## src/rtl/rv32_pkg.sv

```systemverilog
// Shared RV32 definitions for the divide unit.
// Holds the operand width, the M-extension divide-group funct3 codes and
// the divide sequencer state encoding.
package rv32_pkg;

  localparam int XLEN = 32;

  localparam logic [2:0] FUNCT3_DIV  = 3'b100;
  localparam logic [2:0] FUNCT3_DIVU = 3'b101;
  localparam logic [2:0] FUNCT3_REM  = 3'b110;
  localparam logic [2:0] FUNCT3_REMU = 3'b111;

  typedef enum logic [2:0] {
    S_IDLE = 3'd0,
    S_PREP = 3'd1,
    S_CALC = 3'd2,
    S_FIX  = 3'd3,
    S_DONE = 3'd4
  } div_state_t;

endpackage

```

## src/rtl/div_step.sv

```systemverilog
// One radix-2 restoring division iteration (purely combinational).
// Ports:
//   rem_i     partial remainder, XLEN+1 bits
//   quo_i     quotient/dividend shift register
//   divisor_i unsigned divisor magnitude
//   rem_o     next partial remainder
//   quo_o     next quotient register, new quotient bit in the LSB
module div_step #(
  parameter int XLEN = 32
) (
  input  logic [XLEN:0]   rem_i,
  input  logic [XLEN-1:0] quo_i,
  input  logic [XLEN-1:0] divisor_i,
  output logic [XLEN:0]   rem_o,
  output logic [XLEN-1:0] quo_o
);

  logic [XLEN:0] shifted;
  logic [XLEN:0] trial;
  logic          unused_rem_msb;

  // The remainder entering a step is always below the divisor, so its top
  // bit is zero and the shifted value still fits in XLEN+1 bits.
  assign unused_rem_msb = rem_i[XLEN];
  assign shifted        = {rem_i[XLEN-1:0], quo_i[XLEN-1]};
  // MSB of the trial difference is the borrow: set means the subtract failed.
  assign trial          = shifted - {1'b0, divisor_i};

  always_comb begin
    rem_o = shifted;
    quo_o = {quo_i[XLEN-2:0], 1'b0};
    if (!trial[XLEN]) begin
      rem_o = trial;
      quo_o = {quo_i[XLEN-2:0], 1'b1};
    end
  end

endmodule

```

## src/rtl/div_sequencer.sv

```systemverilog
// RV32M divide-group unit (DIV, DIVU, REM, REMU) for the execute stage.
// Restoring shift-subtract, one quotient bit per cycle, with sign
// correction before and after the loop. Divide-by-zero and signed overflow
// complete directly from IDLE.
// Ports:
//   clk_i, rst_i        clock, async active-high reset
//   start_i, funct3_i   request and operation select (sampled together)
//   op_a_i, op_b_i      dividend and divisor
//   flush_i             abort to IDLE, no completion
//   busy_o              not in IDLE
//   stall_o             hold request to the pipeline
//   done_o, result_o    one-cycle completion pulse and held result
//
// state  | meaning
// IDLE   | waiting for start_i; special cases finish from here
// PREP   | take magnitudes, record result signs, load loop
// CALC   | XLEN shift-subtract iterations
// FIX    | select quotient/remainder, apply sign, register result
// DONE   | done_o high for one cycle
module div_sequencer #(
  parameter int XLEN = 32
) (
  input  logic            clk_i,
  input  logic            rst_i,
  input  logic            start_i,
  input  logic [2:0]      funct3_i,
  input  logic [XLEN-1:0] op_a_i,
  input  logic [XLEN-1:0] op_b_i,
  input  logic            flush_i,
  output logic            busy_o,
  output logic            stall_o,
  output logic            done_o,
  output logic [XLEN-1:0] result_o
);
  import rv32_pkg::*;

  localparam logic [XLEN-1:0] MIN_NEG  = {1'b1, {(XLEN-1){1'b0}}};
  localparam logic [XLEN-1:0] ALL_ONES = '1;
  localparam logic [5:0]      CNT_LOAD = 6'(XLEN - 1);

  div_state_t      state;
  logic [1:0]      op_q;       // funct3[1:0]: bit1 = remainder, bit0 = unsigned
  logic [XLEN-1:0] a_q;
  logic [XLEN-1:0] b_q;        // raw divisor, then its magnitude from PREP on
  logic [XLEN:0]   rem_q;
  logic [XLEN-1:0] quo_q;
  logic [5:0]      cnt_q;
  logic            q_neg_q;
  logic            r_neg_q;
  logic [XLEN-1:0] result_q;
  logic            done_q;

  logic            accept;
  logic            div_zero;
  logic            overflow;
  logic            special;
  logic [XLEN-1:0] special_result;
  logic            op_signed;
  logic [XLEN-1:0] abs_a;
  logic [XLEN-1:0] abs_b;
  logic [XLEN:0]   rem_nxt;
  logic [XLEN-1:0] quo_nxt;
  logic [XLEN-1:0] fix_result;
  logic            unused_funct3;

  assign unused_funct3 = funct3_i[2];
  assign accept        = start_i & ~flush_i;

  assign div_zero = (op_b_i == '0);
  assign overflow = ~funct3_i[0] & (op_a_i == MIN_NEG) & (op_b_i == ALL_ONES);
  assign special  = div_zero | overflow;

  always_comb begin
    special_result = '0;
    if (div_zero) special_result = funct3_i[1] ? op_a_i : ALL_ONES;
    else          special_result = funct3_i[1] ? '0     : MIN_NEG;
  end

  // Magnitude of the most negative value wraps to itself, which is the
  // correct unsigned magnitude for the iterative loop.
  assign op_signed = ~op_q[0];
  assign abs_a     = (op_signed && a_q[XLEN-1]) ? -a_q : a_q;
  assign abs_b     = (op_signed && b_q[XLEN-1]) ? -b_q : b_q;

  div_step #(.XLEN(XLEN)) u_step (
    .rem_i     (rem_q),
    .quo_i     (quo_q),
    .divisor_i (b_q),
    .rem_o     (rem_nxt),
    .quo_o     (quo_nxt)
  );

  always_comb begin
    fix_result = quo_q;
    if (op_q[1]) fix_result = r_neg_q ? -rem_q[XLEN-1:0] : rem_q[XLEN-1:0];
    else         fix_result = q_neg_q ? -quo_q : quo_q;
  end

  always_ff @(posedge clk_i or posedge rst_i) begin
    if (rst_i) begin
      state    <= S_IDLE;
      op_q     <= '0;
      a_q      <= '0;
      b_q      <= '0;
      rem_q    <= '0;
      quo_q    <= '0;
      cnt_q    <= '0;
      q_neg_q  <= 1'b0;
      r_neg_q  <= 1'b0;
      result_q <= '0;
      done_q   <= 1'b0;
    end else begin
      done_q <= 1'b0;
      if (flush_i) begin
        state <= S_IDLE;
      end else begin
        case (state)
          S_IDLE: begin
            if (start_i) begin
              op_q <= funct3_i[1:0];
              a_q  <= op_a_i;
              b_q  <= op_b_i;
              if (special) begin
                result_q <= special_result;
                done_q   <= 1'b1;
                state    <= S_DONE;
              end else begin
                state <= S_PREP;
              end
            end
          end
          S_PREP: begin
            b_q     <= abs_b;
            quo_q   <= abs_a;
            rem_q   <= '0;
            q_neg_q <= op_signed & (a_q[XLEN-1] ^ b_q[XLEN-1]);
            r_neg_q <= op_signed & a_q[XLEN-1];
            cnt_q   <= CNT_LOAD;
            state   <= S_CALC;
          end
          S_CALC: begin
            rem_q <= rem_nxt;
            quo_q <= quo_nxt;
            cnt_q <= cnt_q - 6'd1;
            if (cnt_q == 6'd0) state <= S_FIX;
          end
          S_FIX: begin
            result_q <= fix_result;
            done_q   <= 1'b1;
            state    <= S_DONE;
          end
          S_DONE: begin
            state <= S_IDLE;
          end
          default: begin
            state <= S_IDLE;
          end
        endcase
      end
    end
  end

  assign busy_o   = (state != S_IDLE);
  assign stall_o  = ((state == S_IDLE) && accept) ||
                    (state == S_PREP) || (state == S_CALC) || (state == S_FIX);
  assign done_o   = done_q;
  assign result_o = result_q;

endmodule
```

## config.mk

```make
export PLATFORM = sky130hd
export DESIGN_NAME = div_sequencer
export DESIGN_NICKNAME = d
export VERILOG_FILES = /design/src/rtl/rv32_pkg.sv /design/src/rtl/div_step.sv /design/src/rtl/div_sequencer.sv
export SDC_FILE = /design/constraint.sdc
export NUM_CORES = 1
export LEC_CHECK = 0
export CAP_MARGIN = 20
export CORE_ASPECT_RATIO = 1.1
export CORE_MARGIN = 5
export CORE_UTILIZATION = 40
export DETAILED_ROUTE_END_ITERATION = 16
export GPL_ROUTABILITY_DRIVEN = 0
export SLEW_MARGIN = 10
export SYNTH_ARGS = -nofsm -noshare
export SYNTH_HDL_FRONTEND = slang
export SYNTH_HIERARCHICAL = 1
export SYNTH_SLANG_ARGS = --single-unit
```

## constraint.sdc

```tcl
create_clock -name clk_i -period 6.85 [get_ports clk_i]
set_input_delay 2.055 -clock clk_i [delete_from_list [all_inputs] [get_ports clk_i]]
set_output_delay 2.055 -clock clk_i [all_outputs]
set_load 0.01 [all_outputs]
```

==> results.cfg, run 1 <==
[run_status]
outcome = complete, no violations

[route]
drt_pass1_iterations = 7
ant_nets = 0
post-route-drc-count = 0
wire_per_inst_um = 22.9
viasPerCell = 6.29
vias = 12900
drt-initial-drc-count = 1112
routed_wl_um = 46900

[global_route]
grt-ovfl-total = 0
grt_pass1_vias = 12400
antenna_found_initial = 0
grt_max_degree = 81
grtUsageTotal_pct = 24.5
grt_first_pass_wirelength_um = 72000

[clock_network]
cts-resized-gates = 0
postCtsSetupRepairBufs = 0
clk_latency_ns = 0.45
ctsHoldBuffers = 0
cts_tree = built
cts_root_buffer = clkbuf_16
cts_htree_levels = 4
clk_pin_slew_ns = 0.07
numClockSinks = 174
cts_buffers = 17
clockBufferDepth = 2

[worst_setup_path]
rr_worst_depth = 18
crit_start = start_i
r2r_slack_ns = 2.06
end_kind = primary output
slowest_stage = clkdlybuf4s50_1
cp_cell_sequence = clkdlybuf4s50_1, nand2_1, o211ai_1, clkdlybuf4s50_1
path_common_cell = clkdlybuf4s50_1
crit_type = in -> out
path_max_fanout = 5
cp-start-kind = primary input
reg2reg_from = quo_q[31]
max_stage_delay_ns = 0.63
cp.required_ns = 4.80
arrival_ns = 3.87

[timing]
finalCriticalPeriod_ns = 5.92
max_slew.worst_pin.slew_ns = 1.14
fin_crit_sh_pct = 86.5
rsz0062_at_grt = no
hold_violations = 0
whs_ns = 0.504
setup_tns_ns = 0
fmax_ghz = 0.169
drv_slew = 0
slew_headroom_pct = 24.3
setup_viol = 0
skew_ns = 0.0124

[layout]
fin_area_um2 = 15200
utilization_pct = 45.8
nets = 1717
layout-drive-gt1-share_pct = 9.21
syn_to_final_growth_pct = 13.2
fill_cells = 3283
antenna_cells = 0
multi_input_area_um2 = 8200
register_area_um2 = 4350

[synth]
postSynthNetCount = 1697
ys_warn_count = 6
synth_area_um2 = 13400
syn_inst = 1586
avgSynthCellArea_um2 = 8.47

[min_path]
hp-start = result_o[0]
min_path_cells = 1
hold_path_class = reg -> reg

[pwr]
leakage_nw = 6.38
p_per_area_nw_per_um2 = 517
vdd_drop_max_uv = 281

[placed_design]
dp.final_hpwl_um = 34800
port_buffers = 104
place_area_um2 = 14600

[floorplan]
rows = 70
dieArea_um2 = 37300
die-width_um = 185
core_area_um2 = 33200
ios = 106
start_util_pct = 40.4
die_y_um = 202

[flow_run]
drv_cap = 0
## metrics by stage
stage | total power [mW] | setup slack, ns | cells
after floorplan | 5.49 | 0.0782 | 1586
after global placement | 6.71 | 0.893 | 2017
after detailed placement | 6.79 | 0.929 | 2018
after CTS | 7.81 | 0.912 | 2048
after global routing | 8.40 | 0.923 | 2049
final | 7.86 | 0.927 | 2049
## routing by layer
layer,GRT usage (%),vias up,routed length (µm)
met2,41.1,560,22700
li1,-,5909,-
met5,0,-,0
met1,31.1,6327,19200
met3,4.23,100,3060
met4,10.3,0,1920
## cell type report
| class | instances | area share (%) |
|---|---|---|
| multi-input cells | 1204 | 53.9 |
| flip-flops and latches | 174 | 28.6 |
| repair buffers | 127 | 8.02 |
| well taps | 432 | 3.56 |
| clock buffers | 18 | 2.89 |
| inverters | 82 | 2.07 |
| clock inverters | 12 | 0.914 |
## placed cells by master (no fill, tap or decap), types with 32 or more instances in the layout
master	n
xnor2_1	52
nor2_1	106
nand2_1	127
o21ai_0	98
mux2_2	59
inv_1	79
clkdlybuf4s50_1	104
nor3_1	48
a21oi_1	100
ha_1	39
dfrtp_1	174
nor4_1	32
xor2_1	55
## critical path, delay by kind of cell
family	cells	cell delay (ns)
and+or+nand+nor	1	0.22
AOI/OAI and AO/OA	1	0.40
buffers and inverters	2	1.20
## final timing paths
| check | endpoint |
|---|---|
| setup / recovery | stall_o |
| hold / removal | result_o[0] |
| setup reg to reg | rem_q[21] |
| hold reg to reg | result_o[0] |
| max in group asynchronous | result_o[1] |
| min in group asynchronous | cnt_q[4] |
## flip-flops by register name, indices dropped and copies added (netlist names)
name	count
a_q	32
b_q	32
cnt_q	6
done_o	1
op_q	2
q_neg_q	1
quo_q	32
r_neg_q	1
rem_q	32
result_o	32
state	3
## where the power goes
part	internal (mW)	leakage, nW	switching, mW
Sequential	1.47	2.17	0.792
Combinational	1.93	3.93	2.67
Clock	0.547	0.277	0.450
No activity file was read; power rests on OpenSTA's default activity.
==> run 2: changes to the inputs <==
Settings changed: CORE_UTILIZATION 40 to 54, PLACE_DENSITY set to 0.78.
==> run 2 against run 1 <==
Compared with the run above:
- via count increased by 1.5%
- first-iteration DRC count increased by 31%
- largest cell class unchanged
- die area decreased by 25%
- sequential share of layout area up 0.35 points
- critical path type unchanged
- highest routed layer unchanged
- sequential power is essentially flat
- clock power shrank 3.7%
- flip-flop and latch count did not move
==> results.cfg, run 2 (synthesized netlist as in run 1, its figures left out) <==
[run_status]
outcome = complete, no violations

[clock_network]
clk_latency_ns = 0.44
clockBufferDepth = 2
cts_tree = built
cts-resized-gates = 0
cts_htree_levels = 4
clk_pin_slew_ns = 0.07
numClockSinks = 174
cts_root_buffer = clkbuf_16
cts_buffers = 17
ctsHoldBuffers = 0
postCtsSetupRepairBufs = 0

[layout]
syn_to_final_growth_pct = 11.8
final_common_cell = dfrtp_1
antenna_cells = 0
nets = 1713
layout-drive-gt1-share_pct = 9.05
final_cell_mix = 174 x dfrtp_1, 127 x nand2_1, 106 x nor2_1, 104 x clkdlybuf4s50_1, 100 x a21oi_1
fin_area_um2 = 15000

[timing]
fin_crit_sh_pct = 85.9
max_slew.worst_pin.slew_ns = 1.11
finalCriticalPeriod_ns = 5.89
setup_viol = 0
slew_headroom_pct = 26.3
rsz0062_at_grt = no
whs_ns = 0.508
hold_violations = 0
fmax_ghz = 0.170
drv_slew = 0
layout_setup_ws_ns = 0.965
skew_ns = 0.0159
setup_tns_ns = 0

[route]
drt_pass1_iterations = 8
drt-initial-drc-count = 1458
viasPerCell = 6.80
post-route-drc-count = 0
wire_per_inst_um = 23.1
routed_wl_um = 44500
vias = 13100
ant_nets = 0

[worst_setup_path]
max_stage_delay_ns = 0.62
reg2reg_from = quo_q[31]
end_kind = primary output
cp.required_ns = 4.80
timing.rr.end = rem_q[21]
rr_worst_depth = 18
r2r_slack_ns = 2.18
cp_top_family = buffers and inverters
slowest_stage = clkdlybuf4s50_1
cp-start-kind = primary input
path_common_cell = clkdlybuf4s50_1
path_buf_inv = 2
arrival_ns = 3.83
crit_type = in -> out
cp_cell_sequence = clkdlybuf4s50_1, nand2_1, o211ai_1, clkdlybuf4s50_1
path_max_fanout = 5
cp_num_cells = 4

[min_path]
hold_end = result_o[4]
hold_path_class = reg -> reg
hp-start = result_o[4]
min_path_cells = 1

[global_route]
grt_pass1_vias = 12600
antenna_found_initial = 0
grt_first_pass_wirelength_um = 69500
grt_max_degree = 89
grtUsageTotal_pct = 30.9
grt-ovfl-total = 0

[floorplan]
start_util_pct = 54.9
ios = 106
die-width_um = 160
rows = 60
dieArea_um2 = 28100
die_y_um = 175
core_area_um2 = 24500

[pwr]
vdd_drop_max_uv = 332
p_per_area_nw_per_um2 = 524
leakage_nw = 6.35

[placed_design]
pre_cts_ws_ns = 1.00
place_area_um2 = 14400
dp.final_hpwl_um = 32400
port_buffers = 104

[flow_run]
drv_cap = 0
-- run 2: metal layers --
| metal | track usage (%) | up-vias | share of wire (%) |
|---|---|---|---|
| li1 | - | 5889 | - |
| met1 | 37.8 | 6280 | 38 |
| met2 | 51.6 | 746 | 48 |
| met3 | 5.70 | 170 | 8.3 |
| met4 | 17.0 | 0 | 6.1 |
| met5 | 0 | - | 0 |
-- run 2: power by group --
part / leakage [nW] / internal (mW) / switching [mW]
sequential: 2.17 / 1.47 / 0.775
combinational: 3.92 / 1.94 / 2.72
clock: 0.265 / 0.506 / 0.454
-- run 2: how the worst max path moves through the flow --
| stage | startpoint | end |
|---|---|---|
| floorplan | rst_i | a_q[0] |
| CTS | start_i | stall_o |
| global placement | start_i | stall_o |
| detailed placement | start_i | stall_o |
| global route | start_i | stall_o |
| finish | start_i | stall_o |
-- run 2: area by class of cell --
class                   instances  area [µm²]
well taps                     310         388
clock inverters                14         134
repair buffers                123        1210
flip-flops and latches        174        4350
multi-input cells            1204        8200
fillers                      2126        9460
inverters                      82         314
clock buffers                  17         425
-- run 2: worst register-to-register path, cell delays in order (launching register included) --
cell,delay (ns)
dfrtp_1,0.48
inv_1,0.12
ha_1,0.24
fa_1,0.41
nor2b_1,0.18
o2111ai_1,0.15
a31oi_1,0.41
o21ba_1,0.35
a21oi_1,0.16
or2_2,0.32
o21ai_0,0.20
ha_1,0.27
buf_4,0.27
inv_1,0.10
buf_4,0.28
nor2_1,0.12
a22oi_1,0.18
nand3_1,0.10
a22o_1,0.21
-- run 2: stage by stage --
stage	instances	utilization, %	total power, mW
global placement	1889	58.9	6.59
finish	1924	61.4	7.86
detailed placement	1889	58.9	6.73
floorplan	1586	-	5.49
CTS	1920	61.2	7.71
global route	1924	61.4	8.34
